==> config.mk <==
export PLATFORM = sky130hd
export DESIGN_NAME = bbq_pair_sched
export DESIGN_NICKNAME = d
export VERILOG_FILES = /design/src/rtl/bbq_pair_sched_pkg.sv /design/src/rtl/bbq_pair_sched_occ.sv /design/src/rtl/bbq_pair_sched.sv
export SDC_FILE = /design/constraint.sdc
export NUM_CORES = 1
export LEC_CHECK = 0
export BUFFER_PORTS_ARGS = -buffer_cell sky130_fd_sc_hd__buf_4
export CORE_UTILIZATION = 35
export CTS_CLUSTER_DIAMETER = 150
export DETAILED_ROUTE_END_ITERATION = 10
export PLACE_DENSITY = 0.7
export RECOVER_POWER = 50
export SLEW_MARGIN = 20
export SYNTH_ARGS = -nofsm -noshare
export SYNTH_HDL_FRONTEND = slang
export SYNTH_SLANG_ARGS = --single-unit
export TNS_END_PERCENT = 10
==> constraint.sdc <==
create_clock -name clk -period 8 [get_ports clk]
set_input_delay 0.4 -clock clk [delete_from_list [all_inputs] [get_ports clk]]
set_output_delay 0.4 -clock clk [all_outputs]
set_load 0.03 [all_outputs]
==> src/rtl/bbq_pair_sched_pkg.sv <==
// Shared types for the paired bbq scheduler: heap op codes,
// default queue capacity and scheduler FSM states.
package bbq_pair_sched_pkg;

   typedef enum logic [1:0] {
      HEAP_OP_ENQUE      = 2'd0,
      HEAP_OP_DEQUE_MAX  = 2'd1,
      HEAP_OP_ENQUE_DEQUE = 2'd2
   } heap_op_t;

   localparam int BBQ_CAP_DEFAULT = 64;

   typedef enum logic [1:0] {
      INIT = 2'd0,
      RUN  = 2'd1,
      SWAP = 2'd2
   } sched_state_t;

endpackage

==> src/rtl/bbq_pair_sched_occ.sv <==
// Per-queue occupancy counter; inc and dec in the same cycle cancel.
module bbq_occ_tracker
   import bbq_pair_sched_pkg::*;
#(
   parameter int CAP = BBQ_CAP_DEFAULT,
   localparam int OW = $clog2(CAP + 1)
) (
   input  logic          clk,
   input  logic          rst,
   input  logic          inc,
   input  logic          dec,
   output logic [OW-1:0] occ,
   output logic          full,
   output logic          empty
);

   logic [OW-1:0] occ_q, occ_d;

   always_comb begin
      occ_d = occ_q;
      if (inc && !dec) occ_d = occ_q + 1'b1;
      else if (dec && !inc) occ_d = occ_q - 1'b1;
   end

   always_ff @(posedge clk) begin
      if (rst) occ_q <= '0;
      else occ_q <= occ_d;
   end

   assign occ   = occ_q;
   assign full  = (occ_q == OW'(CAP));
   assign empty = (occ_q == '0);

   always @(posedge clk) begin
      if (!rst) begin
         assert (!(inc && !dec && full));
         assert (!(dec && !inc && empty));
      end
   end

endmodule

==> src/rtl/bbq_pair_sched.sv <==
// Fill/drain ping-pong scheduler over two bbq heaps: enqueues fill one
// queue while max-dequeues drain the other; roles swap on threshold/empty.
module bbq_pair_sched
   import bbq_pair_sched_pkg::*;
#(
   parameter int DWIDTH       = 32,
   parameter int PRIOR_WIDTH  = 6,
   parameter int CAP          = BBQ_CAP_DEFAULT,
   parameter int SWAP_THRESH  = 10,
   parameter int MAX_INFLIGHT = 2,
   parameter int PEND_MAX     = 8,
   localparam int OW = $clog2(CAP + 1)
) (
   input  logic                   clk,
   input  logic                   rst,
   input  logic                   in_valid,
   output logic                   in_ready,
   input  logic [DWIDTH-1:0]      in_data,
   input  logic [PRIOR_WIDTH-1:0] in_prior,
   input  logic                   deq_req,
   output logic                   deq_req_ready,
   output logic                   out_valid,
   output logic [DWIDTH-1:0]      out_data,
   output logic [PRIOR_WIDTH-1:0] out_prior,
   input  logic                   bbq0_ready,
   output logic                   bbq0_in_valid,
   output heap_op_t               bbq0_in_op_type,
   output logic [DWIDTH-1:0]      bbq0_in_he_data,
   output logic [PRIOR_WIDTH-1:0] bbq0_in_he_prio,
   input  logic                   bbq0_out_valid,
   input  heap_op_t               bbq0_out_op_type,
   input  logic [DWIDTH-1:0]      bbq0_out_he_data,
   input  logic [PRIOR_WIDTH-1:0] bbq0_out_he_prio,
   input  logic                   bbq1_ready,
   output logic                   bbq1_in_valid,
   output heap_op_t               bbq1_in_op_type,
   output logic [DWIDTH-1:0]      bbq1_in_he_data,
   output logic [PRIOR_WIDTH-1:0] bbq1_in_he_prio,
   input  logic                   bbq1_out_valid,
   input  heap_op_t               bbq1_out_op_type,
   input  logic [DWIDTH-1:0]      bbq1_out_he_data,
   input  logic [PRIOR_WIDTH-1:0] bbq1_out_he_prio,
   output logic                   fill_sel,
   output logic [OW-1:0]          occ0,
   output logic [OW-1:0]          occ1
);

   localparam int FW = $clog2(SWAP_THRESH + 1);
   localparam int PW = $clog2(PEND_MAX + 1);
   localparam int IW = $clog2(MAX_INFLIGHT + 1);

   sched_state_t           state_q, state_d;
   logic                   fill_sel_q, fill_sel_d;
   logic [FW-1:0]          fill_cnt_q, fill_cnt_d;
   logic [PW-1:0]          pend_q, pend_d;
   logic [IW-1:0]          inflight_q, inflight_d;
   logic                   out_valid_q, out_valid_d;
   logic [DWIDTH-1:0]      out_data_q, out_data_d;
   logic [PRIOR_WIDTH-1:0] out_prior_q, out_prior_d;

   logic [1:0] inc, dec, full, empty;
   logic run, f_rdy, d_rdy, f_full, f_empty, d_empty;
   logic swap_go, enq_fire, deq_fire, deq_acc;
   logic resp0, resp1, resp_fire;

   bbq_occ_tracker #(.CAP(CAP)) u_occ0 (
      .clk(clk), .rst(rst), .inc(inc[0]), .dec(dec[0]),
      .occ(occ0), .full(full[0]), .empty(empty[0])
   );

   bbq_occ_tracker #(.CAP(CAP)) u_occ1 (
      .clk(clk), .rst(rst), .inc(inc[1]), .dec(dec[1]),
      .occ(occ1), .full(full[1]), .empty(empty[1])
   );

   assign run     = (state_q == RUN);
   assign f_rdy   = fill_sel_q ? bbq1_ready : bbq0_ready;
   assign d_rdy   = fill_sel_q ? bbq0_ready : bbq1_ready;
   assign f_full  = full[fill_sel_q];
   assign f_empty = empty[fill_sel_q];
   assign d_empty = empty[~fill_sel_q];

   // Swap only with nothing in flight so responses always come from D.
   assign swap_go = run && (inflight_q == '0) &&
                    ((fill_cnt_q == FW'(SWAP_THRESH)) ||
                     (d_empty && !f_empty && (pend_q != '0)));

   assign in_ready = run && f_rdy && !f_full &&
                     (fill_cnt_q < FW'(SWAP_THRESH));
   assign enq_fire = in_valid && in_ready;
   assign deq_fire = run && !swap_go && (pend_q != '0) && !d_empty &&
                     d_rdy && (inflight_q < IW'(MAX_INFLIGHT));

   assign deq_req_ready = (state_q != INIT) && (pend_q < PW'(PEND_MAX));
   assign deq_acc       = deq_req && deq_req_ready;

   assign resp0 = bbq0_out_valid && (bbq0_out_op_type == HEAP_OP_DEQUE_MAX);
   assign resp1 = bbq1_out_valid && (bbq1_out_op_type == HEAP_OP_DEQUE_MAX);
   assign resp_fire = (resp0 || resp1) && (inflight_q != '0) &&
                      (state_q != INIT);

   always_ff @(posedge clk) begin
      if (rst) state_q <= INIT;
      else state_q <= state_d;
   end

   always_comb begin
      state_d = state_q;
      unique case (state_q)
         INIT: if (bbq0_ready && bbq1_ready) state_d = RUN;
         RUN:  if (swap_go) state_d = SWAP;
         SWAP: state_d = RUN;
         default: state_d = INIT;
      endcase
   end

   always_comb begin
      bbq0_in_valid   = 1'b0;
      bbq0_in_op_type = HEAP_OP_ENQUE;
      bbq0_in_he_data = '0;
      bbq0_in_he_prio = '0;
      bbq1_in_valid   = 1'b0;
      bbq1_in_op_type = HEAP_OP_ENQUE;
      bbq1_in_he_data = '0;
      bbq1_in_he_prio = '0;
      inc = '0;
      dec = '0;
      if (enq_fire) begin
         inc[fill_sel_q] = 1'b1;
         if (fill_sel_q) begin
            bbq1_in_valid   = 1'b1;
            bbq1_in_he_data = in_data;
            bbq1_in_he_prio = in_prior;
         end else begin
            bbq0_in_valid   = 1'b1;
            bbq0_in_he_data = in_data;
            bbq0_in_he_prio = in_prior;
         end
      end
      if (deq_fire) begin
         dec[~fill_sel_q] = 1'b1;
         if (fill_sel_q) begin
            bbq0_in_valid   = 1'b1;
            bbq0_in_op_type = HEAP_OP_DEQUE_MAX;
         end else begin
            bbq1_in_valid   = 1'b1;
            bbq1_in_op_type = HEAP_OP_DEQUE_MAX;
         end
      end
   end

   always_comb begin
      fill_sel_d = fill_sel_q;
      fill_cnt_d = fill_cnt_q;
      if (state_q == SWAP) begin
         fill_sel_d = ~fill_sel_q;
         fill_cnt_d = '0;
      end else if (enq_fire) begin
         fill_cnt_d = fill_cnt_q + 1'b1;
      end
      pend_d      = pend_q + PW'(deq_acc) - PW'(deq_fire);
      inflight_d  = inflight_q + IW'(deq_fire) - IW'(resp_fire);
      out_valid_d = resp_fire;
      out_data_d  = '0;
      out_prior_d = '0;
      if (resp_fire) begin
         out_data_d  = resp0 ? bbq0_out_he_data : bbq1_out_he_data;
         out_prior_d = resp0 ? bbq0_out_he_prio : bbq1_out_he_prio;
      end
   end

   always_ff @(posedge clk) begin
      if (rst) begin
         fill_sel_q  <= 1'b0;
         fill_cnt_q  <= '0;
         pend_q      <= '0;
         inflight_q  <= '0;
         out_valid_q <= 1'b0;
         out_data_q  <= '0;
         out_prior_q <= '0;
      end else begin
         fill_sel_q  <= fill_sel_d;
         fill_cnt_q  <= fill_cnt_d;
         pend_q      <= pend_d;
         inflight_q  <= inflight_d;
         out_valid_q <= out_valid_d;
         out_data_q  <= out_data_d;
         out_prior_q <= out_prior_d;
      end
   end

   assign fill_sel  = fill_sel_q;
   assign out_valid = out_valid_q;
   assign out_data  = out_data_q;
   assign out_prior = out_prior_q;

   always @(posedge clk) begin
      if (!rst) begin
         assert (pend_q <= PW'(PEND_MAX));
         assert (inflight_q <= IW'(MAX_INFLIGHT));
         assert (!(resp0 && resp1));
      end
   end

endmodule

### Yosys cells after proc, flatten, opt, wreduce, memory -nomap -nowiden

Index checks and enable logic that the tools add are counted.

| operators by class | value |
|---|---|
| add/sub/neg operators | 9 |
| magnitude comparators | 7 |
| equal/unequal tests | 9 |
| muxes and demuxes | 43 |
| bitwise gates (word level) | 2 |
| reductions and logical operators | 48 |

Operators with widths:

| cell | count |
|---|---|
| $mux 32 | 5 |
| $mux 6 | 5 |
| $mux 7 | 4 |
| $logic_and 1x1->1 | 26 |
| $mux 1 | 22 |
| $add 7x1->7 const B | 2 |
| $eq 7x7->1 const B | 2 |
| $logic_not 7->1 | 2 |
| $sub 7x1->7 const B | 2 |
| $logic_not 1->1 | 8 |
| $lt 4x4->1 const B | 2 |
| $mux 2 | 4 |
| $reduce_bool 2->1 | 4 |
| $eq 2x1->1 const B | 3 |
| $pmux 2 s3 | 1 |
| $add 4x1->4 | 1 |
| $add 4x1->4 const B | 1 |
| $eq 4x4->1 const B | 1 |
| $logic_not 2->1 | 2 |
| $lt 1x2->1 const B | 2 |
| $reduce_bool 4->1 | 1 |
| $reduce_or 2->1 | 2 |
| $sub 4x1->4 | 1 |
| $add 2x1->2 | 1 |
| 10 further kinds | 14 |

| storage, ports and cells | value |
|---|---|
| register bits | 66 |

### Logic depth before layout (Yosys ltp)

Gate-level depths: netlist (run 1).

| logic depth | value |
|---|---|
| depth after elaboration | 18 |
| gate-level depth with buffers | 15 |

### By module

A second synthesis (run 1) with hierarchy kept.

| second synthesis, totals | value |
|---|---|
| cell total of the unflattened synthesis | 494 |
| area, all modules | 3,913.8 um^2 |

Modules (own cells, without submodules):

| module | instances | cells each | area each (um^2) | sequential area each (um^2) |
|---|---|---|---|---|
| bbq_pair_sched | 1 | 358 | 2,727.6 | 1,041.0 |
| bbq_occ_tracker | 2 | 68 | 593.1 | 140.1 |

### Worst setup path before layout (run 1)

OpenSTA, ideal clock, no wires.

| timing | value |
|---|---|
| path kind | register -> register |
| start point | register fill_cnt_q[0] |
| end point | register pend_q[1] |
| data arrival time | 3.722 ns |
| data required time | 7.872 ns |
| path slack | 4.150 ns |
| cell stages (with the launch flop) | 14 |
| path buffers | 1 |
| clock period less this slack | 3.850 ns |
| cells stage by stage | dfxtp_1 inv_1 ha_1 and4b_1 or4_1 buf_2 nor4_1 nor2_1 inv_1 ha_1 inv_1 ha_1 fa_1 nor2b_1 |

| on the way | value |
|---|---|
| longest elaborated chain between the ends | 10 |

Ends and longest elaborated chain:

| what | line | source |
|---|---|---|
| from (decl) | bbq_pair_sched.sv:54 | `logic [FW-1:0] fill_cnt_q, fill_cnt_d;` |
| from (signal assigned) | bbq_pair_sched.sv:183 | `fill_cnt_q <= fill_cnt_d;` |
| $eq 4x4->1 | bbq_pair_sched.sv:85 | `((fill_cnt_q == FW'(SWAP_THRESH)) \|\|` |
| $logic_or 1x1->1 | bbq_pair_sched.sv:85 |  |
| $logic_and 1x1->1 | bbq_pair_sched.sv:84 | `assign swap_go = run && (inflight_q == '0) &&` |
| $logic_not 1->1 | bbq_pair_sched.sv:91 | `assign deq_fire = run && !swap_go && (pend_q != '0) && !d_empty &&` |
| $logic_and 1x1->1 (4 in series) | bbq_pair_sched.sv:91 |  |
| $logic_and 1x1->1 | bbq_pair_sched.sv:92 | `d_rdy && (inflight_q < IW'(MAX_INFLIGHT));` |
| $sub 4x1->4 | bbq_pair_sched.sv:161 | `pend_d = pend_q + PW'(deq_acc) - PW'(deq_fire);` |
| net pend_d[1] | bbq_pair_sched.sv:55 | `logic [PW-1:0] pend_q, pend_d;` |
| to (signal assigned) | bbq_pair_sched.sv:184 | `pend_q <= pend_d;` |
| to (decl) | bbq_pair_sched.sv:55 |  |

The timed path passes the listed nets, and every way through them passes these cells.
A chain may end at the register's enable or synchronous reset.

### Final worst setup path (run 1)

| timing | value |
|---|---|
| start point | register u_occ1.occ_q[2] (netlist: u_occ1.occ[2]) |
| end point | register u_occ1.occ_q[6] (netlist: u_occ1.occ[6]) |

| on the way | value |
|---|---|
| longest elaborated chain between the ends | 18 |
| elaborated cells between the ends (all ways) | 35 |

Ends and longest elaborated chain:

| what | line | source |
|---|---|---|
| from (decl) | bbq_pair_sched_occ.sv:17 | `logic [OW-1:0] occ_q, occ_d;` |
| from (signal assigned) | bbq_pair_sched_occ.sv:26 | `if (rst) occ_q <= '0;` |
| from (signal assigned) | bbq_pair_sched_occ.sv:27 | `else occ_q <= occ_d;` |
| $logic_not 7->1 | bbq_pair_sched_occ.sv:32 | `assign empty = (occ_q == '0);` |
| $mux 1 (not written as such) (2 in series) | bbq_pair_sched.sv:80 | `assign f_empty = empty[fill_sel_q];` |
| $logic_not 1->1 | bbq_pair_sched.sv:86 | `(d_empty && !f_empty && (pend_q != '0)));` |
| $logic_and 1x1->1 (2 in series) | bbq_pair_sched.sv:86 |  |
| $logic_or 1x1->1 | bbq_pair_sched.sv:85 |  |
| $logic_and 1x1->1 | bbq_pair_sched.sv:84 |  |
| $logic_not 1->1 | bbq_pair_sched.sv:91 |  |
| $logic_and 1x1->1 (4 in series) | bbq_pair_sched.sv:91 |  |
| $logic_and 1x1->1 | bbq_pair_sched.sv:92 |  |
| $mux 2 | bbq_pair_sched.sv:140 | `if (deq_fire) begin` |
| $logic_not 1->1 | bbq_pair_sched_occ.sv:21 | `if (inc && !dec) occ_d = occ_q + 1'b1;` |
| $logic_and 1x1->1 | bbq_pair_sched_occ.sv:21 |  |
| $mux 7 / $reduce_bool 2->1 (equally long branches) | - |  |

Several ways; a longest one is shown, not always the timed one. The select of a mux whose other input is x is not followed.

==> results by group, run 1 <==
Timing
  – Slew @ Worst Pin: 1630 ps
  – Finish-stage setup viols: 0
  – Hold Violations, Final: 0
  – Max frequency: 281 MHz
  – Slew margin rel.: -8.82%
  – Max-slew violation count: 40
  – Setup TNS: 0 ps
  – Skew final: 9.70 ps
  – Tmin final: 3560 ps
  – Final period utilization: 44.4%
  – Unrepaired setup endpoints after global routing: no
  – Min setup slack post-route: 4440 ps

Pwr
  – Pwr dens: 130 nW/µm²
  – Final Power: 740 µW
  – Leak: 0.00279 µW
  – VDD IR max: 0.000104 V

GRT
  – Vias in the first global route: 3,874
  – Met1 Track Usage GR: 26.1%
  – Global Route Usage Sum: 21.9%
  – Met2 usage: 36.6%
  – First-pass GRT wire length: 19,100 µm
  – Met3 Use GR: 7.89%
  – Largest net degree at the start of global routing: 41
  – Grt peak-use layer: met2
  – GR Overflow Total: 0
  – Initial antenna violation count: 1

Synth
  – Seq/Total Area, Yosys: 35.9%
  – Mux cell area share after synthesis: 3.34%
  – EDFF count, synth: 0
  – Synth Area per Inst: 7.97 µm²
  – Synth Area in Simple Gates: 29.6%
  – Synth top area share: 35.9%
  – Synth Area in Adders: 8.44%
  – Largest family of logic cells by synthesized area: simple AND/OR/NAND/NOR gates
  – Post-synth cell types: 40
  – Post-synthesis async set-or-reset flop share: 0%
  – Post-synthesis cell area: 3680 µm²
  – Post-synth top area cell: dfxtp_1
  – Synth Register Bits: 66
  – Ys flop type: dfxtp_1
  – Post-Synth XOR/XNOR Area: 4.05%
  – Compound-Gate Fraction of Synth Area: 13.6%
  – Area contributors post-synth: dfxtp_1 36%, and2_1 13%, nand2_1 8.2%, a21oi_1 6.9%, ha_1 6.8%
  – Yosys warns: 0
  – Mapped Cells: 461

Route
  – DR DRC count: 0
  – First-pass iteration count of the detailed router: 4
  – Iteration-0 DRC count of the detailed router: 151
  – Final ANT Viol Nets: 0
  – Avg Vias per Cell: 4.73
  – Via count of the routed design: 4,041
  – DR WL/cell: 14.0 µm
  – Routed wire length: 12,000 µm

Worst setup path
  – WP buf/inv: 2
  – Crit-path max cell delay: 560 ps
  – Critical R2R Launch: u_occ1.occ[2]
  – CP Data Arrival Time: 3780 ps
  – Worst endpoint required time: 8230 ps
  – Startpoint Class: flip-flop
  – Worst reg-to-reg path cell count: 12
  – Critical path, cell by cell: nor4_1 > a31o_2 > nor3_2 > buf_4 > inv_1 > ha_1 > a21o_1 > a21oi_1 > o21bai_1 > a21oi_1 > mux2i_1 > mux2_2
  – Critical path capture point type: flip-flop
  – Crit Path Class: flip-flop to flip-flop
  – Reg2reg setup slack: 4440 ps
  – Worst r2r dst: u_occ1.occ[6]
  – Crit Path Max Fanout: 40
  – Crit-path slowest cell: nor4_1
  – Crit-path most repeated cell: a21oi_1
  – CP Depth: 12
  – CP endpoint: u_occ1.occ[6]
  – CP top delay family: compound AO/OA/AOI/OAI gates
  – CP startpoint: u_occ1.occ[2]

CTS
  – Worst-path clk slew: 80 ps
  – CTS Sinks: 66
  – Hold buffer count at cts: 0
  – # Post-CTS Setup Buffers: 0
  – Post_cts resized: 0
  – Clock Tree Root: clkbuf_8
  – CTS buffer count: 9
  – CTS tree: built
  – Max Root-Sink Buffers: 2
  – Worst skew pair latency: 340 ps
  – Htree depth: 3

Floorplanning
  – Starting Density: 35.9%
  – Die height: 104 µm
  – Chip width: 104 µm
  – Die area: 10,900 µm²
  – Ports: 264
  – Core Rows: 37
  – Core box area: 10,200 µm²

Run status
  – Status: complete, but fails checks
  – Failing checks: max-capacitance violations, max-slew violations

Hold path
  – Hold Path Class: input pin to flip-flop
  – Hold path cells: 3

Finish
  – Post-layout util: 55.9%
  – Nets: 861
  – P&R area growth vs syn: 55.4%
  – Share of cells above drive strength 1: 32.5%
  – Non-filler cells, final: 854

Placed design
  – Post-DP HPWL: 9490 µm
  – DP Cell Count: 837
  – Pre-CTS WS: 4480 ps
  – IO buf count: 261
  – GP Congestion: 0.871

Flow run
  – Max Cap Viol: 1
cell families after synthesis:
logic type,after synthesis
xor gates and xnor gates,17
adders and majority gates,23
and+or+nand+nor,219
other,1
buffers and inverters,43
muxes,12
DFF,66
AOI/OAI and AO/OA,80
state kept, by name, summed over array words and instances, names as in the netlist:
register / count
pend_q: 4
out_data: 32
fill_sel: 1
state_q: 2
u_occ1.occ: 7
fill_cnt_q: 4
out_prior: 6
out_valid: 1
u_occ0.occ: 7
inflight_q: 2
worst min-delay path by stage:
| stage | start | endpoint | slack, ps |
|---|---|---|---|
| 2_1_floorplan | fill_cnt_q[3] | fill_cnt_q[3] | 450 |
| 3_3_place_gp | fill_cnt_q[3] | fill_cnt_q[3] | 490 |
| 3_5_place_dp | fill_cnt_q[3] | fill_cnt_q[3] | 530 |
| 4_1_cts | bbq0_out_he_prio[2] | out_prior[2] | 280 |
| 5_1_grt | bbq0_out_he_prio[2] | out_prior[2] | 290 |
| 6_report | bbq0_out_he_prio[2] | out_prior[2] | 300 |
layout make-up:
type | instances | area (µm²)
Inverter | 16 | 60.1
Tap cell | 136 | 170
Timing Repair Buffer | 266 | 1780
Multi-Input combinational cell | 353 | 2190
Antenna cell | 1 | 2.50
Clock inverter | 7 | 70.1
Clock buffer | 9 | 124
Sequential cell | 66 | 1320
Fill cell | 983 | 4520
power by group:
group	switching (µW)	internal (µW)
clock	133	143
sequential	3.82	332
combinational	61.3	67.1
total	198	542
synthesized netlist by cell type (all sizes together), types with 2 or more instances:
library cell / count
a211oi: 8
a21o: 6
a21oi: 51
and2: 77
buf: 7
clkbuf: 20
dfxtp: 66
fa: 3
ha: 20
inv: 16
mux2: 2
mux2i: 10
nand2: 80
nand2b: 2
nand3: 2
nor2: 33
nor2b: 6
nor3: 8
nor4: 3
o21ai: 4
o21bai: 4
or4: 2
xnor2: 15
xor2: 2
cell usage in the layout (no fill, tap or decap), drive strengths merged, types with 2 or more instances in the layout:
master	Yosys	final
buf	7	207
nand2	80	80
and2	77	77
clkbuf	20	68
dfxtp	66	66
a21oi	51	51
nor2	33	33
ha	20	20
inv	16	16
xnor2	15	15
mux2i	10	10
a211oi	8	8
nor3	8	8
nor2b	6	6
a21o	6	6
clkinv	0	5
o21ai	4	4
o21bai	4	4
nor4	3	3
fa	3	3
nand2b	2	2
or4	2	2
nand3	2	2
mux2	2	2
xor2	2	2
conb	1	2
routing by layer:
metal  up-vias  wire, µm
met5         -         0
met4         0       305
met3        25       858
met2       134      5780
met1      1871      5040
li1       2011         -
worst register-to-register path: cells and delay by family (launching register included):
kind	cells	cell delay, ps
AND/OR/NAND/NOR	2	610
buffers and inverters	2	490
flip-flops	1	350
adder cells (fa/ha/maj)	1	340
AO/OA/AOI/OAI	5	1080
multiplexers	2	560
metrics by stage:
step / hold slack [ps] / cell area, µm²
final: 302 / 5710
after global placement: 490 / 5740
after detailed placement: 530 / 5740
after CTS: 283 / 5930
after global routing: 289 / 5710
after floorplan: 449 / 3680
Power figures use the tool's default switching activity.
==> inputs of run 2 (changes only) <==
--- a/config.mk
+++ b/config.mk
@@ -9,7 +9,7 @@
 export CORE_UTILIZATION = 35
 export CTS_CLUSTER_DIAMETER = 150
 export DETAILED_ROUTE_END_ITERATION = 10
-export PLACE_DENSITY = 0.7
+export PLACE_DENSITY = 0.73
 export RECOVER_POWER = 50
 export SLEW_MARGIN = 20
 export SYNTH_ARGS = -nofsm -noshare
==> constraint.sdc (replaced) <==
create_clock -name clk -period 3.1 [get_ports clk]
set_input_delay 0.155 -clock clk [delete_from_list [all_inputs] [get_ports clk]]
set_output_delay 0.155 -clock clk [all_outputs]
set_load 0.03 [all_outputs]
==> run 2 against run 1 <==
  * The flow still finishes with violations (max-capacitance violations, max-slew violations)
  * Clock skew up 5.8 ps
  * Highest routed layer unchanged
  * Critical path type unchanged
  * Sequential share of layout area down 0.58 points
  * Register-to-register slack worse by 4200 ps
  * Worst hold slack worse by 250 ps
  * Via count down 1.1%
  * Combinational power rose to 2.7 times the previous value
  * Die area unchanged
  * Global-route usage up 0.70 points
  * Setup slack worse by 4200 ps
  * Design area up 2.8%
  * First-iteration DRC count down 13%
  * Cell count up 0.94%
  * Largest cell class unchanged
==> results by group, run 2 (synthesis results as in run 1) <==
CTS
  – Worst-path clk slew: 90 ps (about the same)
  – Worst skew pair latency: 350 ps (about the same)
  – Htree depth: 3 (unchanged)
  – CTS buffer count: 9 (unchanged)
  – Clock Tree Root: clkbuf_8
  – # Post-CTS Setup Buffers: 0 (unchanged)
  – Hold buffer count at cts: 0 (unchanged)
  – CTS tree: built
  – Max Root-Sink Buffers: 2 (unchanged)
  – CTS Sinks: 66 (unchanged)

Placed design
  – Pre-CTS WS: 89.4 ps (-4390 ps)
  – IO buf count: 261 (unchanged)
  – GP Congestion: 0.883 (+1.4%)
  – Post-DP HPWL: 9820 µm (+3.4%)

Finish
  – ANT cells: 0 (-1)
  – Number of flip-flops in the largest register: 32 (unchanged)
  – P&R area growth vs syn: 59.8%
  – Most common cell after layout, fill and taps aside: buf_4
  – Most frequent cells in the layout: 220 x buf_4, 80 x nand2_1, 77 x and2_1
  – Nets: 870 (+1.0%)
  – Share of cells above drive strength 1: 35.4% (+2.9 points)

Timing
  – Skew final: 15.6 ps (+5.85 ps)
  – Tmin final: 2900 ps (-653 ps)
  – Min setup slack post-route: 198 ps (-4250 ps)
  – Finish-stage setup viols: 0 (unchanged)
  – Final period utilization: 93.6% (+49 points)
  – Slew @ Worst Pin: 1720 ps (+90.5 ps)
  – Max-slew violation count: 40 (unchanged)
  – WHS: 47.9 ps (-254 ps)
  – Max frequency: 345 MHz (+23%)
  – Slew margin rel.: -14.9% (-6.0 points)
  – Unrepaired setup endpoints after global routing: no
  – Hold Violations, Final: 0 (unchanged)

GRT
  – GR Overflow Total: 0 (unchanged)
  – First-pass GRT wire length: 19,700 µm (+3.0%)
  – Initial antenna violation count: 0 (-1)
  – Vias in the first global route: 4,015 (+3.6%)
  – Largest net degree at the start of global routing: 40 (-2.4%)
  – Global Route Usage Sum: 22.6% (+0.70 points)

Worst setup path
  – Worst reg-to-reg path cell count: 12 (unchanged)
  – Critical path capture point type: flip-flop
  – Worst r2r dst: u_occ1.occ[6]
  – Worst endpoint required time: 3340 ps (-4890 ps)
  – Crit Path Class: flip-flop to flip-flop
  – Startpoint Class: flip-flop
  – CP Data Arrival Time: 3140 ps (-640 ps)
  – Crit Path Max Fanout: 4 (-90%)
  – Critical R2R Launch: u_occ1.occ[4]
  – Reg2reg setup slack: 200 ps (-4250 ps)

Floorplanning
  – Core box area: 10,200 µm² (unchanged)
  – Ports: 264 (unchanged)
  – Die height: 104 µm (unchanged)
  – Starting Density: 35.9% (unchanged)
  – Core Rows: 37 (unchanged)
  – Die area: 10,900 µm² (unchanged)
  – Chip width: 104 µm (unchanged)

Hold path
  – Hold Path End: out_data[22]
  – Hold path cells: 3 (unchanged)
  – Hold Path Class: input pin to flip-flop
  – Hold path start: bbq0_out_he_data[22]

Route
  – Final ANT Viol Nets: 0 (unchanged)
  – First-pass iteration count of the detailed router: 6 (+2)
  – Avg Vias per Cell: 4.63 (-2.1%)
  – Via count of the routed design: 3,995 (-1.1%)
  – Iteration-0 DRC count of the detailed router: 132 (-13%)
  – DR DRC count: 0 (unchanged)
  – Routed wire length: 12,300 µm (+3.0%)
  – DR WL/cell: 14.3 µm (+2.0%)

Pwr
  – Pwr dens: 344 nW/µm² (+170%)
  – Final Power: 2020 µW (+170%)
  – Leak: 0.00287 µW (+2.8%)
  – VDD IR max: 0.000215 V (+110%)

Flow run
  – Max Cap Viol: 1 (unchanged)

Run status
  – Status: complete, but fails checks
  – Failing checks: max-capacitance violations, max-slew violations
[run 2: how the worst max path moves through the flow]
stage,from,end,cells after the start,slack (ps)
after floorplan,u_occ1.occ[0],u_occ1.occ[6],11,-50
after detailed placement,fill_cnt_q[0],pend_q[1],12,90
after CTS,fill_cnt_q[0],pend_q[1],12,90
final,u_occ1.occ[4],u_occ1.occ[6],12,200
after global routing,u_occ0.occ[0],u_occ0.occ[6],12,10
after global placement,fill_cnt_q[0],pend_q[1],12,180
[run 2: timing repair]
action | in CTS | in global routing
endpoints found under the setup margin | 0 | 5
endpoints found under the hold margin | 0 | 0
resized for setup | 0 | 8
[run 2: worst max-delay path: stages (launching register included)]
cell	delay [ps]
dfxtp_1	390
nor4_1	80
buf_4	140
a31o_2	260
nor3_2	220
inv_2	110
fa_1	420
a21o_1	190
a21oi_2	170
o21bai_1	70
a21oi_1	170
mux2i_1	220
mux2_2	340
[run 2: through the flow]
step	setup TNS, ps	instances	utilization [%]	area, µm²
floorplan	-52.1	462	-	3720
CTS	0	862	59.3	6060
global placement	0	846	57.1	5840
detailed placement	0	846	57.1	5840
global route	0	862	57.4	5870
finish	0	862	57.4	5870
[run 2: routing by layer]
metal,GRT usage [%],vias to the layer above,routed length (µm)
met5,0,-,0
met4,7.65,0,220
met3,6.39,16,670
met2,37.9,112,5980
met1,27.5,1838,5470
li1,-,2029,-
[run 2: area by class of cell]
type | instances | area (µm²)
clock buffer | 9 | 124
sequential | 66 | 1320
multi-input combinational | 353 | 2240
fill | 1000 | 4360
clock inverter | 7 | 101
timing repair buffer | 275 | 1860
tap | 136 | 170
inverter | 16 | 60.1
[run 2: report_power, final]
part | leakage (µW) | switching, µW | internal [µW] | total, µW
registers | 0.000533 | 10.4 | 856 | 867
logic | 0.00223 | 164 | 183 | 347
clock network | 0.000106 | 351 | 458 | 809
